===== src/rtl/gol_pkg.sv =====
// Shared Game of Life definitions.
// - LOG_BOARD_SIZE: log2 of the board edge length, shared with the sweep FSM.
// - sched_state_t:  generation scheduler states.
package gol_pkg;

    localparam int LOG_BOARD_SIZE = 6;

    typedef enum logic [1:0] {
        IDLE       = 2'd0,
        WAIT_FRAME = 2'd1,
        SWEEP      = 2'd2,
        SWAP_WAIT  = 2'd3
    } sched_state_t;

endpackage


===== src/rtl/frame_rate_div.sv =====
// Frame counter that paces free-run generations.
// Ports:
//   clk_in    in  system clock
//   rst_in    in  synchronous reset, active-low
//   clear_in  in  force the count back to zero
//   en_in     in  count vsync pulses while high
//   vsync_in  in  one-cycle pulse per display frame
//   rate_in   in  frames per tick; 0 behaves as 1
//   tick_out  out combinational: this vsync completes the programmed frame count
module frame_rate_div #(
    parameter int RATE_W = 8
) (
    input  logic              clk_in,
    input  logic              rst_in,
    input  logic              clear_in,
    input  logic              en_in,
    input  logic              vsync_in,
    input  logic [RATE_W-1:0] rate_in,
    output logic              tick_out
);

    logic [RATE_W-1:0] cnt_q, cnt_d;
    logic [RATE_W:0]   cnt_inc;
    logic [RATE_W:0]   rate_eff;

    // One extra bit so the increment and the compare never overflow.
    assign cnt_inc  = {1'b0, cnt_q} + {{RATE_W{1'b0}}, 1'b1};
    assign rate_eff = (rate_in == '0) ? {{RATE_W{1'b0}}, 1'b1} : {1'b0, rate_in};

    // ">=" rather than "==": a rate lowered below the current count fires on
    // the very next vsync instead of waiting for the counter to wrap.
    assign tick_out = en_in && vsync_in && (cnt_inc >= rate_eff);

    always_comb begin
        cnt_d = cnt_q;
        if (clear_in) begin
            cnt_d = '0;
        end else if (en_in && vsync_in) begin
            // Without a tick cnt_inc < rate_eff, so the MSB is known zero.
            cnt_d = tick_out ? '0 : cnt_inc[RATE_W-1:0];
        end
    end

    always_ff @(posedge clk_in) begin
        if (!rst_in) begin
            cnt_q <= '0;
        end else begin
            cnt_q <= cnt_d;
        end
    end

endmodule


===== src/rtl/gen_scheduler.sv =====
// Game of Life generation scheduler.
// Starts the sweep FSM, waits for its done pulse, then swaps the ping-pong
// board buffers on the next vsync so the display never shows a half-updated
// board. Supports free-run (rate_in frames per generation), single-step and
// pause.
// Ports:
//   clk_in / rst_in   clock, synchronous active-low reset
//   run_in            level: 1 free-run, 0 pause
//   step_in           pulse: one generation, honoured only in IDLE
//   rate_in           frames per generation (0 behaves as 1)
//   vsync_in          pulse per display frame
//   sweep_done_in     pulse from the sweep FSM: board update complete
//   sweep_start_out   pulse to the sweep FSM, first SWEEP cycle
//   buf_sel_out       buffer read by display and sweep; sweep writes the other
//   gen_count_out     generations completed (wraps)
//   gen_done_out      pulse on the cycle the buffers swap
//   busy_out          1 whenever the scheduler is not IDLE
//   state_dbg_out     current scheduler state, for observation
// Handshake: start/done are single-cycle pulses with no ready; a done pulse
// outside SWEEP and a step pulse outside IDLE are discarded, never queued.
module gen_scheduler
    import gol_pkg::*;
#(
    parameter int GEN_CNT_W = 16,
    parameter int RATE_W    = 8
) (
    input  logic                 clk_in,
    input  logic                 rst_in,
    input  logic                 run_in,
    input  logic                 step_in,
    input  logic [RATE_W-1:0]    rate_in,
    input  logic                 vsync_in,
    input  logic                 sweep_done_in,
    output logic                 sweep_start_out,
    output logic                 buf_sel_out,
    output logic [GEN_CNT_W-1:0] gen_count_out,
    output logic                 gen_done_out,
    output logic                 busy_out,
    output sched_state_t         state_dbg_out
);

    sched_state_t         state_q, state_d;
    logic                 sweep_start_q, sweep_start_d;
    logic                 buf_sel_q, buf_sel_d;
    logic [GEN_CNT_W-1:0] gen_count_q, gen_count_d;
    logic                 gen_done_q, gen_done_d;
    logic                 busy_q, busy_d;

    logic div_clear;
    logic frame_tick;

    // The frame count only lives while free-running in WAIT_FRAME; pausing
    // clears it and the vsync of that same cycle is not counted.
    assign div_clear = (state_q != WAIT_FRAME) || !run_in;

    frame_rate_div #(
        .RATE_W (RATE_W)
    ) u_frame_rate_div (
        .clk_in   (clk_in),
        .rst_in   (rst_in),
        .clear_in (div_clear),
        .en_in    (!div_clear),
        .vsync_in (vsync_in),
        .rate_in  (rate_in),
        .tick_out (frame_tick)
    );

    always_comb begin
        state_d       = state_q;
        sweep_start_d = 1'b0;
        buf_sel_d     = buf_sel_q;
        gen_count_d   = gen_count_q;
        gen_done_d    = 1'b0;
        case (state_q)
            IDLE: begin
                if (run_in) begin
                    state_d = WAIT_FRAME;
                end else if (step_in) begin
                    state_d       = SWEEP;
                    sweep_start_d = 1'b1;
                end
            end
            WAIT_FRAME: begin
                if (!run_in) begin
                    state_d = IDLE;
                end else if (frame_tick) begin
                    state_d       = SWEEP;
                    sweep_start_d = 1'b1;
                end
            end
            SWEEP: begin
                // A started sweep always completes; only done matters here.
                if (sweep_done_in) begin
                    state_d = SWAP_WAIT;
                end
            end
            SWAP_WAIT: begin
                if (vsync_in) begin
                    buf_sel_d   = !buf_sel_q;
                    gen_count_d = gen_count_q + 1'b1;
                    gen_done_d  = 1'b1;
                    state_d     = run_in ? WAIT_FRAME : IDLE;
                end
            end
            default: state_d = IDLE;
        endcase
        // Registered from the next state so busy_out lines up with state_q.
        busy_d = (state_d != IDLE);
    end

    always_ff @(posedge clk_in) begin
        if (!rst_in) begin
            state_q       <= IDLE;
            sweep_start_q <= 1'b0;
            buf_sel_q     <= 1'b0;
            gen_count_q   <= '0;
            gen_done_q    <= 1'b0;
            busy_q        <= 1'b0;
        end else begin
            state_q       <= state_d;
            sweep_start_q <= sweep_start_d;
            buf_sel_q     <= buf_sel_d;
            gen_count_q   <= gen_count_d;
            gen_done_q    <= gen_done_d;
            busy_q        <= busy_d;
        end
    end

    assign sweep_start_out = sweep_start_q;
    assign buf_sel_out     = buf_sel_q;
    assign gen_count_out   = gen_count_q;
    assign gen_done_out    = gen_done_q;
    assign busy_out        = busy_q;
    assign state_dbg_out   = state_q;

endmodule

===== config.mk =====
export PLATFORM = sky130hd
export DESIGN_NAME = gen_scheduler
export DESIGN_NICKNAME = d
export VERILOG_FILES = /design/src/rtl/gol_pkg.sv /design/src/rtl/frame_rate_div.sv /design/src/rtl/gen_scheduler.sv
export SDC_FILE = /design/constraint.sdc
export NUM_CORES = 1
export LEC_CHECK = 0
export CAP_MARGIN = 20
export CORE_AREA = 2 2 82 84
export DETAILED_ROUTE_END_ITERATION = 8
export DIE_AREA = 0 0 84 86
export GPL_TIMING_DRIVEN = 0
export PLACE_DENSITY = 0.44
export SETUP_SLACK_MARGIN = 0.15
export SYNTH_ARGS = -nofsm -noshare
export SYNTH_HDL_FRONTEND = slang
export SYNTH_SLANG_ARGS = --single-unit

===== constraint.sdc =====
create_clock -name clk_in -period 3.1 [get_ports clk_in]
set_clock_uncertainty 0.05 [all_clocks]
set_input_delay 0.62 -clock clk_in [delete_from_list [all_inputs] [get_ports clk_in]]
set_output_delay 0.62 -clock clk_in [all_outputs]
set_load 0.005 [all_outputs]

=== After elaboration in Yosys (flattened, before gate mapping) ===
Index checks and enable logic that the tools add are counted.

* Word-level logic and storage cells: 43
* Register bits after elaboration: 30
* Output and inout bits: 22
* Bits of input ports: 14

* $lt $le $gt $ge: 1
* Mux-type cells: 16
* Bitwise gates (word level): 1
* Reduce and logical (&&, ||, !) cells: 12
* Equal/unequal tests: 4
* $add $sub $neg: 2

{| class="wikitable"
|+ Operator list
! cell !! number
|-
| $add A16 B1 Y16 const B || 1
|-
| $mux W8 || 2
|-
| $mux W2 || 6
|-
| $add A8 B1 Y9 const B || 1
|-
| $ge A9 B9 Y1 || 1
|-
| $logic_not A8 Y1 || 1
|-
| $pmux W2 S4 || 1
|-
| $mux W1 || 6
|-
| $eq A2 B2 Y1 const B || 2
|-
| $reduce_and A2 Y1 || 2
|-
| $logic_not A1 Y1 || 3
|-
| $eq A2 B1 Y1 const B || 1
|-
| $logic_and A1 B1 Y1 || 2
|-
| $logic_not A2 Y1 || 1
|-
| $ne A2 B1 Y1 const B || 1
|-
| $pmux W1 S2 || 1
|-
| $reduce_bool A2 Y1 || 1
|-
| $reduce_or A2 Y1 || 1
|-
| $logic_or A1 B1 Y1 || 1
|-
| $not A1 Y1 || 1
|}

=== Logic depth before layout (Yosys ltp) ===
* Depth in word-level cells: 9
* Depth in mapped cells: 11
* Gate-level depth less buffers: 10

=== Cells and area by module ===
From an unflattened synthesis, not the netlist that was laid out.

* Cell total of the unflattened synthesis: 200
* Area total of the unflattened synthesis: 1650.3 um2

{| class="wikitable"
|+ Modules (own cells, without submodules)
! module !! area each (um2) !! times used !! cells each !! sequential area each (um2)
|-
| gen_scheduler || 968.4 || 1 || 111 || 440.4
|-
| frame_rate_div || 681.9 || 1 || 89 || 160.2
|}

=== Worst setup path before layout ===
No wires, ideal clock.

* Path type: register to register
* Start: register u_frame_rate_div.cnt_q[0]
* End: register u_frame_rate_div.cnt_q[1]
* Data required time: 2.990 ns
* Stages on the path, launching flop included: 12
* Period minus slack after synthesis: 2.553 ns
* Slack: 0.547 ns
* Setup time: 0.060 ns
* Arrival time: 2.443 ns
* Buffers on the path: 1
* Path through: dfxtp_1 -> ha_1 -> nand3_1 -> nor2_1 -> xor2_1 -> ha_1 -> a21o_2 -> a221o_1 -> a21oi_2 -> and2_4 -> buf_6 -> a32o_1

* Longest elaborated chain between the ends: 4

{| class="wikitable"
|+ RTL lines
! what !! RTL line !! text
|-
| start, declared || frame_rate_div.sv:22 || <nowiki>logic [RATE_W-1:0] cnt_q, cnt_d;</nowiki>
|-
| start signal, assigned || frame_rate_div.sv:48 || <nowiki>cnt_q <= cnt_d;</nowiki>
|-
| $add A8 B1 Y9 (*) || frame_rate_div.sv:27 || <nowiki>assign cnt_inc = {1'b0, cnt_q} + {{RATE_W{1'b0}}, 1'b1};</nowiki>
|-
| $ge A9 B9 Y1 || frame_rate_div.sv:32 || <nowiki>assign tick_out = en_in && vsync_in && (cnt_inc >= rate_eff);</nowiki>
|-
| $logic_and A1 B1 Y1 || frame_rate_div.sv:32 ||
|-
| $mux W8 (*) || frame_rate_div.sv:40 || <nowiki>cnt_d = tick_out ? '0 : cnt_inc[RATE_W-1:0];</nowiki>
|}

Mark *: on every way between the ends. The rest lies on a longest branch, timed or not.
A chain may end at the register's enable or synchronous reset.

=== Final worst setup path ===
* Start: register u_frame_rate_div.cnt_q[1]
* End: register u_frame_rate_div.cnt_q[5]

Same word-level chain as after synthesis.

==> results.md <==
- Total wire length: 3630 µm
- Clock root buffer: clkbuf_8
- Seq cells post-synth: 30
- Crit path max fanout: 6
- Vias per cell: 4.69
- Syn Nets: 210
- Die footprint: 7220 µm²
- Post-Syn Instances: 186
- RSZ-0062 raised after global routing: false
- Vias in the first global route: 1453
- Clk slew on worst S/H paths: 0.06 ns
- R2r endpoint: u_frame_rate_div.cnt_q[5]
- First drt pass iteration count: 4
- Setup TNS: 0 ns
- P per Cell Area: 340 nW/µm²
- CP endpoint kind: flip-flop
- Top cells by area, synth: dfxtp_1, ha_1, xnor2_1, and2_1, nand2_1
- Adder-Cell Fraction of Synth Area: 0.0750
- Iter 0 DRT Violations: 52
- I/O pin count: 36
- Vert. Die Dim: 86 µm
- PortBufs: 35
- HPWL Detailed: 2850 µm
- Cell count of the worst hold path: 2
- Worst VDD drop: 0.156 mV
- Fmax: 362 MHz
- # fillers: 679
- Mux cell area share after synthesis: 0
- Static leakage power: 0.000862 µW
- Endpoints failing hold: 0
- Reg2Reg Launch Point: u_frame_rate_div.cnt_q[1]
- Post-Synth XOR/XNOR Area: 0.0998
- CTS tree: yes
- CP arrival: 2.93 ns
- Hold Path Sink: gen_count_out[12]
- Clk_lat worst skew: 0.27 ns
- Final Max Tran Viols: 0
- Hold path startpoint: gen_count_out[12]
- Synthesized area: 1670 µm²
- FF+latch area: 602 µm²
- Die width: 84 µm
- Hold buffer count at CTS: 0
- Final Critical Period: 2.76 ns
- Initial Util: 0.266
- Clock net sink count: 30
- Multi-input gate area: 1020 µm²
- Crit share post-route: 0.891
- First-pass GRT wire length: 6530 µm
- Worst-Margin Slew: 0.403 ns
- Antenna violations before repair: 0
- Hold Crit Class: reg -> reg
- Post-DRT Antenna Nets: 0
- Total of max-cap violations: 0
- Worst setup path startpoint: u_frame_rate_div.cnt_q[1]
- Share of cells above drive strength 1: 0.0877
- Placed cell areas: 2110 µm²
- Rel. slew slack: 0.730
- Status: complete, no violations
- GRT overflow: 0
- Yosys warnings: 0
- GRT Util Overall: 0.114
- RePlAce Congestion: 0.740
- Largest family of logic cells by synthesized area: simple AND/OR/NAND/NOR gates
- Post-Syn Area per Cell: 8.97 µm²
- Pin count of the biggest net entering global routing: 11
- Clock buffer depth: 2
- Seq/Total Area, Yosys: 0.360
- # nets final: 252
- H-Tree Depth: 2
- Post-synthesis simple-gate area fraction: 0.281
- Placeable Area: 6280 µm²
- Post-synthesis async set-or-reset flop share: 0
- R2R depth: 11
- Area Growth Syn to Fin: 32.3%
- Design area: 2210 µm²
- Final setup vio count: 0
- Post-synth EDFFs: 0
- DR WL/cell: 11.9 µm
- Num CTS Buffers: 5
- DR vias: 1431
- Unique masters post-synth: 46
- Leading area contributor after synthesis: dfxtp_1
- Synth Area in Compound Gates: 0.147
- DRC viols: 0
- CP Launch Type: flip-flop
- Most used flip-flop cell after synthesis: dfxtp_1
- Required time of the critical path: 3.26 ns
- FP Rows: 29
- Number of diodes: 0
- CP Class: reg -> reg
- Reg-to-reg slack, setup: 0.34 ns
- Synth top area share: 0.360
==> cell usage in the layout (no fill, tap or decap), drive strengths merged <==
| master | Yosys | routed |
|---|---|---|
| a211o | 1 | 1 |
| nand3b | 1 | 1 |
| and3 | 3 | 3 |
| nor2b | 4 | 4 |
| nand4 | 8 | 8 |
| a31oi | 1 | 1 |
| a21boi | 4 | 4 |
| clkdlybuf4s50 | 0 | 35 |
| nor4 | 1 | 1 |
| xor2 | 6 | 6 |
| inv | 10 | 10 |
| o221ai | 1 | 1 |
| ha | 10 | 10 |
| o2bb2ai | 1 | 1 |
| nor2 | 10 | 10 |
| o21ba | 1 | 1 |
| o21ai | 5 | 5 |
| and2 | 16 | 16 |
| o211ai | 2 | 2 |
| nand3 | 10 | 10 |
| a21oi | 6 | 6 |
| nor3b | 2 | 2 |
| buf | 1 | 1 |
| and4 | 2 | 2 |
| a221o | 1 | 1 |
| clkbuf | 3 | 10 |
| o22ai | 1 | 1 |
| nor3 | 5 | 5 |
| a21o | 3 | 3 |
| a32o | 4 | 4 |
| xnor2 | 13 | 13 |
| o31ai | 1 | 1 |
| or3 | 3 | 3 |
| dfxtp | 30 | 30 |
| a41o | 1 | 1 |
| nand2 | 14 | 14 |
| nand2b | 1 | 1 |
==> worst max-delay path, cell delays in order (launching register included) <==
cell     delay [ns]
dfxtp_1        0.38
ha_2           0.24
nand3_2        0.15
nor2_1         0.16
xor2_1         0.26
ha_1           0.30
a21o_2         0.21
a221o_1        0.32
a21oi_4        0.19
and2_4         0.17
buf_6          0.11
a32o_1         0.15
==> flip-flops by register name, summed over array words and instances, names as in the netlist <==
signal                  cells
gen_done_out                1
busy_out                    1
sweep_start_out             1
u_frame_rate_div.cnt_q      8
state_dbg_out               2
buf_sel_out                 1
gen_count_out              16
==> layout make-up <==
class | count | share of cell area
clock buffers | 7 | 0.0346
repair buffers | 35 | 0.159
inverters | 10 | 0.0170
plain buffers | 4 | 0.0108
well taps | 77 | 0.0437
flip-flops and latches | 30 | 0.273
multi-input cells | 142 | 0.463
==> synth_stat cells, types with 2 or more instances <==
library cell	count
a21boi_1	2
o211ai_1	2
nand3_1	9
o21ai_0	5
a21oi_1	5
or3_1	3
a32o_1	4
nor3_1	4
and4_1	2
dfxtp_1	30
nand4_1	8
and3_1	2
a21o_2	2
a21boi_0	2
ha_1	10
and2_1	15
inv_1	10
nand2_1	14
clkbuf_1	2
xor2_1	6
nor2b_1	4
xnor2_1	13
nor2_1	9
==> kinds of logic after synthesis <==
family,after synthesis
AO/OA/AOI/OAI,33
AND/OR/NAND/NOR,80
flip-flops,30
buffers and inverters,14
adder cells (fa/ha/maj),10
XOR/XNOR,19
==> metal layers <==
metal,vias up,global-route usage,share of wire
met5,-,0,0
met4,0,0.0396,0.0080
met3,2,0.0356,0.042
met2,31,0.189,0.47
met1,652,0.140,0.48
li1,746,-,-
==> worst max-delay path by stage <==
stage	slack, ns	end
5_1_grt	0.18	u_frame_rate_div.cnt_q[5]
4_1_cts	0.21	u_frame_rate_div.cnt_q[7]
2_1_floorplan	0.55	u_frame_rate_div.cnt_q[1]
6_report	0.34	u_frame_rate_div.cnt_q[5]
3_5_place_dp	0.08	busy_out
3_3_place_gp	0.04	busy_out
==> stage by stage <==
stage           util  total power [µW]  instances  hold WS [ns]  setup WS [ns]
3_3_place_gp   0.337               472        298         0.443         0.0422
2_1_floorplan      -               434        186         0.435          0.547
5_1_grt        0.352               795        305         0.483          0.179
3_5_place_dp   0.337               472        298         0.448         0.0782
4_1_cts        0.351               767        305         0.457          0.209
6_report       0.352               750        305         0.453          0.338
==> timing repair <==
action	4_1_cts	5_1_grt
endpoints found under the setup margin	6	6
gates resized for setup	2	2
buffers inserted	0	0
==> power breakdown <==
| part | switching [µW] | internal (µW) | leakage, µW |
|---|---|---|---|
| combinational | 30.7 | 37.4 | 0.000580 |
| clock | 134 | 154 | 0.0000383 |
| sequential | 3.62 | 390 | 0.000243 |
Power figures use the tool's default switching activity.
